## src/rtl/rr_merge_arbiter.sv

```systemverilog
// Round-robin merge of four channel FIFOs into one output FIFO.
// Pops one non-empty channel per cycle; the popped word is pushed downstream two cycles later.
module rr_merge_arbiter #(
    parameter int unsigned DATA_WIDTH = 12,
    parameter int unsigned CNT_WIDTH  = 8
) (
    input  logic                  clk,
    input  logic                  reset,
    input  logic                  empty_0,
    input  logic                  empty_1,
    input  logic                  empty_2,
    input  logic                  empty_3,
    input  logic [DATA_WIDTH-1:0] data_in_0,
    input  logic [DATA_WIDTH-1:0] data_in_1,
    input  logic [DATA_WIDTH-1:0] data_in_2,
    input  logic [DATA_WIDTH-1:0] data_in_3,
    input  logic                  almost_full_out,
    output logic                  pop_0,
    output logic                  pop_1,
    output logic                  pop_2,
    output logic                  pop_3,
    output logic                  push_out,
    output logic [DATA_WIDTH-1:0] data_out,
    output logic [1:0]            grant,
    output logic                  busy,
    output logic [CNT_WIDTH-1:0]  word_count
);

    typedef enum logic [0:0] {StIdle, StPop} state_e;

    state_e                state_q, state_d;
    logic [3:0]            pop_q, pop_d;
    logic [1:0]            grant_q, grant_d;
    logic [1:0]            ptr_q, ptr_d;
    logic                  cap_v_q;
    logic [1:0]            cap_ch_q;
    logic                  push_q;
    logic [DATA_WIDTH-1:0] data_q;
    logic [CNT_WIDTH-1:0]  cnt_q;

    logic [3:0]            empty_vec;
    logic [3:0]            eligible;
    logic                  sel_found;
    logic [1:0]            sel_idx;
    logic [1:0]            idx;
    logic                  take;
    logic [DATA_WIDTH-1:0] cap_word;

    assign empty_vec = {empty_3, empty_2, empty_1, empty_0};
    // A channel popped this cycle still shows its pre-pop empty flag, so mask it.
    assign eligible  = ~empty_vec & ~pop_q;

    always_comb begin
        sel_found = 1'b0;
        sel_idx   = ptr_q;
        idx       = ptr_q;
        for (int i = 0; i < 4; i++) begin
            idx = ptr_q + 2'(i);
            if (!sel_found && eligible[idx]) begin
                sel_found = 1'b1;
                sel_idx   = idx;
            end
        end
    end

    assign take = sel_found && !almost_full_out;

    // FSM state register
    always_ff @(posedge clk or posedge reset) begin
        if (reset) begin
            state_q <= StIdle;
        end else begin
            state_q <= state_d;
        end
    end

    // FSM next-state logic
    always_comb begin
        state_d = StIdle;
        if (take) begin
            state_d = StPop;
        end
    end

    // FSM output logic
    always_comb begin
        busy = (state_q == StPop);
    end

    always_comb begin
        pop_d   = '0;
        grant_d = grant_q;
        ptr_d   = ptr_q;
        if (take) begin
            pop_d   = 4'b0001 << sel_idx;
            grant_d = sel_idx;
            ptr_d   = sel_idx + 2'd1;
        end
    end

    always_ff @(posedge clk or posedge reset) begin
        if (reset) begin
            pop_q   <= '0;
            grant_q <= '0;
            ptr_q   <= '0;
        end else begin
            pop_q   <= pop_d;
            grant_q <= grant_d;
            ptr_q   <= ptr_d;
        end
    end

    always_comb begin
        cap_word = data_in_0;
        case (cap_ch_q)
            2'd0:    cap_word = data_in_0;
            2'd1:    cap_word = data_in_1;
            2'd2:    cap_word = data_in_2;
            default: cap_word = data_in_3;
        endcase
    end

    // Channel read data is valid the cycle after the pop, so capture one cycle late.
    always_ff @(posedge clk or posedge reset) begin
        if (reset) begin
            cap_v_q  <= 1'b0;
            cap_ch_q <= '0;
            push_q   <= 1'b0;
            data_q   <= '0;
            cnt_q    <= '0;
        end else begin
            cap_v_q  <= |pop_q;
            cap_ch_q <= grant_q;
            push_q   <= cap_v_q;
            if (cap_v_q) begin
                data_q <= cap_word;
            end
            if (push_q) begin
                cnt_q <= cnt_q + CNT_WIDTH'(1);
            end
        end
    end

    assign pop_0      = pop_q[0];
    assign pop_1      = pop_q[1];
    assign pop_2      = pop_q[2];
    assign pop_3      = pop_q[3];
    assign push_out   = push_q;
    assign data_out   = data_q;
    assign grant      = grant_q;
    assign word_count = cnt_q;

endmodule

```

## config.mk

```make
export PLATFORM = sky130hd
export DESIGN_NAME = rr_merge_arbiter
export DESIGN_NICKNAME = d
export VERILOG_FILES = /design/src/rtl/rr_merge_arbiter.sv
export SDC_FILE = /design/constraint.sdc
export NUM_CORES = 1
export LEC_CHECK = 0
export CORE_MARGIN = 3
export CORE_UTILIZATION = 25
export DETAILED_ROUTE_END_ITERATION = 16
export GPL_ROUTABILITY_DRIVEN = 0
export SETUP_SLACK_MARGIN = 0.1
export SLEW_MARGIN = 10
export SYNTH_ARGS = -nofsm -noshare
export SYNTH_HDL_FRONTEND = slang
export SYNTH_SLANG_ARGS = --single-unit
```

## constraint.sdc

```tcl
create_clock -name clk -period 1.69 [get_ports clk]
set_clock_uncertainty 0.2 [all_clocks]
set_input_delay 0.338 -clock clk [delete_from_list [all_inputs] [get_ports clk]]
set_output_delay 0.338 -clock clk [all_outputs]
set_load 0.02 [all_outputs]
```

==> results.py, run 1 <==
metrics = {
    "sta": {
        "finalHoldViolations": 0,
        "slew_violations": 0,
        "hold_ws_ps": 214.6,
        "period_minus_slack_ps": 1725,
        "setup_repair_after_global_routing_missed_its_margin": "true",
        "slew_headroom_pct": 80.64,
        "finalSetupViolations": 1,
        "fmaxAchievable_ghz": 0.5796,
        "period_share_pct": 102.1,
        "setup_total_negative_slack_ps": -35.41,
        "worst_pin_slew_ps": 290.4,
        "worst_slack_ps": -35.41,
    },
    "synth": {
        "synth_cells": 118,
        "synth_area_per_cell_um2": 13.46,
        "synth.yosys.seq_area_share_pct": 52.01,
        "mappedNetlistNets": 174,
        "synth_seq_cells": 33,
        "synth-warning-count": 0,
        "synth_cell_type_count": 29,
        "synth_async_sr_flop_share_pct": 100.0,
        "ys.flop_type": "dfrtp_1",
        "synth_edf_count": 0,
        "synth.cell_area_um2": 1588,
    },
    "worst_setup_path": {
        "worst_r2r_startpoint": "pop_q[2]",
        "endpoint_kind": "register",
        "startpoint_type": "register",
        "r2r_cells": 5,
        "crit_required_ps": 1700,
        "cp_data_arrival_time_ps": 1740,
        "path_max_fanout": 5,
        "worst_setup_path_startpoint": "pop_q[2]",
        "worst-setup-path-type": "register to register",
    },
    "routing": {
        "routed-via-count": 1402,
        "routed_wire_length_per_instance_um": 16.11,
        "viasPerCell": 4.673,
        "firstDrtPassIters": 4,
        "initialDrtViolationCount": 39,
        "antenna_left": 0,
        "wirelength_mm": 4.834,
        "remaining_drc_errors": 0,
    },
    "placed_design": {
        "dp_hpwl_mm": 3.651,
        "numPlacedInstances": 286,
        "port_buffers": 82,
    },
    "finish": {
        "num_antenna_cells": 0,
        "layout_commonest_cell": "clkdlybuf4s50_1",
        "final_layout_size_suffix_gt1_share_pct": 37.33,
        "highest_count_cells_in_the_layout_ignoring_fill_and_taps": "clkdlybuf4s50_1 (51), dfrtp_1 (29), dlygate4sd2_1 (23)",
        "area_growth_pct": 84.71,
        "utilization_pct": 48.67,
        "layout.cells.non_filler": 300,
        "design.final.nets": 281,
    },
    "pwr": {
        "pwr-share-comb_pct": 57.2,
        "p_sw_share_pct": 37.21,
        "flop_pwr_share_pct": 30.4,
        "internal_power_mw": 3.013,
        "total_power_mw": 4.799,
        "total_leakage_power_nw": 1.271,
        "power.ir.vdd_worst_uv": 815.8,
        "pwr_density_cell_nw_per_um2": 1636,
        "power.share.clock_pct": 12.4,
        "net_switching_power_figure_mw": 1.786,
    },
    "global_route": {
        "grt_antenna_before_repair": 0,
        "overflow": 0,
        "number_of_global_route_vias_before_repair": 1560,
        "grt_start_max_net_pins": 34,
        "grt_pass1_wl_mm": 8.066,
        "combined_global_route_utilization_of_all_metal_layers_pct": 14.35,
    },
    "outcome": {
        "status": "finished with violations",
        "failing_checks": "negative setup slack",
    },
    "run": {
        "count_of_maximum_capacitance_violations": 0,
    },
    "hold_path": {
        "holdPathStages": 0,
        "hp-class": "register to register",
        "startpoint_of_the_worst_hold_path": "grant[0]",
    },
    "die": {
        "fp.coreArea_um2": 6026,
        "die-width_um": 85.70,
        "die_area_um2": 7344,
        "fp-row-count": 28,
        "floorplan.initialDensity_pct": 26.35,
        "io_pins": 83,
        "die_height_um": 85.70,
    },
    "clock_network": {
        "clock_path_buffers": 2,
        "cts_root_buffer": "clkbuf_8",
        "clock_pin_slew_of_the_registers_on_the_worst_case_setup_and_hold_paths_ps": 70,
        "clock_tree_from_tritoncts": "built",
        "insertion_delay_ps": 280,
        "clock_sink_count": 33,
        "cts_htree_levels": 2,
        "cts-buffers-inserted": 5,
        "post_cts_hold_buffer_count": 0,
    },
}
==> stage by stage <==
stage               instance area (um2)  setup slack, ps
finish                             2933           -35.41
global placement                   2643           -393.8
floorplan                          1620           -86.51
detailed placement                 2643           -440.0
CTS                                2898           -31.75
global route                       2933           -153.9
==> cell usage after synthesis (3+ instances only) <==
| master | n | area, um2 |
|---|---|---|
| a21oi_1 | 3 | 15.01 |
| mux2_2 | 13 | 146.4 |
| xnor2_1 | 4 | 35.03 |
| dfrtp_1 | 33 | 825.8 |
| nand2_1 | 4 | 15.01 |
| inv_1 | 3 | 11.26 |
| nor2_1 | 15 | 56.30 |
| xor2_1 | 3 | 26.28 |
| nand4_1 | 3 | 18.77 |
| o21ai_0 | 3 | 15.01 |
| mux4_2 | 12 | 270.3 |
==> flip-flops by register name (all words and copies together), names as in the netlist <==
signal / count
busy: 1
cap_ch_q: 2
cap_v_q: 1
data_out: 12
grant: 2
pop_q: 4
ptr_q: 2
push_out: 1
word_count: 8
==> final cells by class <==
| type | count | area, um2 |
|---|---|---|
| inverter | 3 | 11.26 |
| tap | 75 | 93.84 |
| multi-input combinational | 78 | 894.6 |
| sequential | 33 | 830.8 |
| clock buffer | 7 | 86.33 |
| fill | 568 | 3093 |
| timing repair buffer | 104 | 1016 |
==> path summary, 6_finish.rpt <==
check                                   end  slack (ps)
worst min-delay path            cap_ch_q[0]         210
min in group asynchronous       data_out[6]         220
worst min register to register  cap_ch_q[0]         210
worst max register to register     ptr_q[1]         -40
worst max-delay path               ptr_q[1]         -40
max in group asynchronous          pop_q[2]         870
==> cell families (layout without fill, tap and decap cells) <==
logic type	after synthesis	in the layout	share of synthesized area, %
adders and majority gates	1	1	0.7879
muxes	25	25	26.24
AOI/OAI and AO/OA	14	14	5.910
and+or+nand+nor	31	31	9.378
xor gates and xnor gates	7	7	3.861
buffers and inverters	7	114	1.813
DFF	33	33	52.01
==> power groups by stage <==
stage          clock network, mW  logic (mW)  registers, mW
3_3_place_gp                   0        2.49           1.45
4_1_cts                    0.620        2.72           1.47
5_1_grt                    0.653        2.95           1.52
6_report                   0.596        2.74           1.46
3_5_place_dp                   0        2.51           1.46
2_1_floorplan                  0        1.03           1.79
==> routing by layer <==
metal | track usage [%] | wire length, um | vias up
met1 | 17.41 | 1898 | 705
met5 | 0 | 0 | -
met3 | 2.594 | 196 | 9
li1 | - | - | 650
met4 | 6.763 | 112 | 0
met2 | 24.58 | 2626 | 38
==> what timing repair did <==
action	CTS	global route
resized for setup	80	12
pin swaps	12	4
buffers inserted	4	2
endpoints found under the setup margin	49	27
cloned	1	0
==> critical path, stage by stage (launching register included) <==
cell and delay [ps]:
dfrtp_2 410, or2_4 280, o221ai_2 200, a21oi_2 80
or3_1 350, a31oi_1 130
Power figures use the tool's default switching activity.
==> run 2, diff against run 1 <==
CELL_PAD_IN_SITES_DETAIL_PLACEMENT = 0   (was not set)
CELL_PAD_IN_SITES_GLOBAL_PLACEMENT = 1   (was not set)
CORE_UTILIZATION = 27   (was 25)
PLACE_DENSITY_LB_ADDON = 0.1   (was not set)
==> results.py, run 2 (synthesis results as in run 1) <==
metrics = {
    "outcome": {
        "status": "finished with violations",
        "failing_checks": "negative setup slack",
    },
    "clock_network": {
        "clock_tree_from_tritoncts": "built",
        "insertion_delay_ps": 280,
        "cts-buffers-inserted": 5,
        "cts_htree_levels": 2,
        "clock_sink_count": 33,
        "clock_path_buffers": 2,
        "cts_root_buffer": "clkbuf_8",
        "post_cts_hold_buffer_count": 0,
        "clock_pin_slew_of_the_registers_on_the_worst_case_setup_and_hold_paths_ps": 70,
    },
    "worst_setup_path": {
        "r2r_cells": 5,
        "worst-setup-path-type": "register to register",
        "worst_setup_path_startpoint": "pop_q[2]",
        "worst_setup_slack_for_register_to_register_paths_ps": -40,
        "path_max_fanout": 5,
        "worst_r2r_startpoint": "pop_q[2]",
        "startpoint_type": "register",
        "cp_data_arrival_time_ps": 1720,
        "crit-reg2reg-capture": "ptr_q[1]",
        "crit_required_ps": 1690,
        "endpoint_kind": "register",
    },
    "finish": {
        "final_layout_size_suffix_gt1_share_pct": 39.04,
        "design.final.nets": 283,
        "highest_count_cells_in_the_layout_ignoring_fill_and_taps": "clkdlybuf4s50_1 (51), dfrtp_1 (28), dlygate4sd2_1 (21)",
        "largest_register_ffs": 12,
        "fill_cells": 526,
        "layout_commonest_cell": "clkdlybuf4s50_1",
        "num_antenna_cells": 0,
        "area_growth_pct": 85.58,
    },
    "sta": {
        "worst_slack_ps": -36.61,
        "finalHoldViolations": 0,
        "fmaxAchievable_ghz": 0.5792,
        "slew_violations": 0,
        "hold_ws_ps": 206.5,
        "worst_pin_slew_ps": 340.9,
        "setup_repair_after_global_routing_missed_its_margin": "true",
        "period_share_pct": 102.2,
        "slew_headroom_pct": 77.27,
        "period_minus_slack_ps": 1727,
        "finalSetupViolations": 1,
    },
    "placed_design": {
        "dp_hpwl_mm": 3.527,
        "place_ws_ps": -453.9,
        "port_buffers": 82,
    },
    "die": {
        "die_height_um": 82.69,
        "die_area_um2": 6837,
        "die-width_um": 82.69,
        "fp.coreArea_um2": 5608,
        "fp-row-count": 27,
        "floorplan.initialDensity_pct": 28.31,
        "io_pins": 83,
    },
    "global_route": {
        "grt_pass1_wl_mm": 7.914,
        "number_of_global_route_vias_before_repair": 1583,
        "overflow": 0,
        "combined_global_route_utilization_of_all_metal_layers_pct": 15.74,
        "grt_antenna_before_repair": 0,
        "grt_start_max_net_pins": 34,
    },
    "pwr": {
        "total_leakage_power_nw": 1.273,
        "total_power_mw": 4.850,
        "pwr_density_cell_nw_per_um2": 1646,
        "power.ir.vdd_worst_uv": 732.8,
        "net_switching_power_figure_mw": 1.831,
        "p_sw_share_pct": 37.75,
        "flop_pwr_share_pct": 30.4,
        "internal_power_mw": 3.019,
        "power.share.clock_pct": 11.6,
        "pwr-share-comb_pct": 58.1,
    },
    "routing": {
        "viasPerCell": 4.697,
        "firstDrtPassIters": 4,
        "antenna_left": 0,
        "wirelength_mm": 4.905,
        "initialDrtViolationCount": 19,
        "routed_wire_length_per_instance_um": 16.35,
        "routed-via-count": 1409,
        "remaining_drc_errors": 0,
    },
    "hold_path": {
        "hp-class": "input pin to asynchronous set/reset pin",
    },
    "run": {
        "count_of_maximum_capacitance_violations": 0,
    },
}
-- run 2: cell count changes in the layout (fill, tap and decap cells not counted), moves of 2 or more --
cell and delta:
buf_4 +2, clkbuf_2 +2, clkinv_2 +2, dlygate4sd2_1 -2
-- run 2: layer usage --
| metal | global-route usage (%) | share of wire (%) | vias up |
|---|---|---|---|
| li1 | - | - | 657 |
| met1 | 17.92 | 39 | 704 |
| met2 | 28.53 | 54 | 44 |
| met3 | 4.881 | 6.7 | 4 |
| met4 | 3.922 | 0.80 | 0 |
| met5 | 0 | 0 | - |
-- run 2: worst max-delay path, cell delays in order (launching register included) --
cell      delay (ps)
dfrtp_2          410
or2_4            280
o221ai_2         190
a21oi_2           90
or3_1            300
a31oi_1          170
-- run 2: power by group through the flow --
| stage | registers [mW] | logic [mW] | clock network (mW) |
|---|---|---|---|
| 3_3_place_gp | 1.44 | 2.47 | 0 |
| 3_5_place_dp | 1.46 | 2.50 | 0 |
| 5_1_grt | 1.53 | 3.01 | 0.646 |
| 6_report | 1.47 | 2.82 | 0.562 |
| 2_1_floorplan | 1.79 | 1.03 | 0 |
| 4_1_cts | 1.46 | 2.77 | 0.590 |
-- run 2: worst max path at each step --
stage                to  slack, ps
2_1_floorplan  ptr_q[1]        -90
3_3_place_gp   ptr_q[1]       -360
3_5_place_dp   ptr_q[1]       -450
4_1_cts        ptr_q[1]        -20
5_1_grt        ptr_q[1]       -130
6_report       ptr_q[1]        -40
-- run 2: area by class of cell --
type / instances / area, um2 / share of cell area, %
clock buffer: 6 / 72.57 / 2.463
clock inverter: 2 / 10.01 / 0.3397
inverter: 3 / 11.26 / 0.3822
multi-input combinational: 78 / 900.9 / 30.57
sequential: 33 / 832.0 / 28.24
tap: 72 / 90.09 / 3.057
timing repair buffer: 106 / 1030 / 34.95
-- run 2: what timing repair did --
| action | in CTS | in global routing |
|---|---|---|
| buffers inserted | 7 | 2 |
| setup endpoints to repair | 48 | 29 |
| resized for setup | 80 | 19 |
| pin swaps | 11 | 8 |
| cloned | 1 | 0 |
-- run 2: per-stage QoR --
step	std cells	setup TNS, ps	instance area [um2]	util [%]
global placement	282	-3820	2631	46.92
floorplan	118	-91.52	1620	-
detailed placement	282	-4557	2631	46.92
finish	300	-36.61	2947	52.54
CTS	298	-22.07	2903	51.76
global route	300	-449.1	2947	52.54
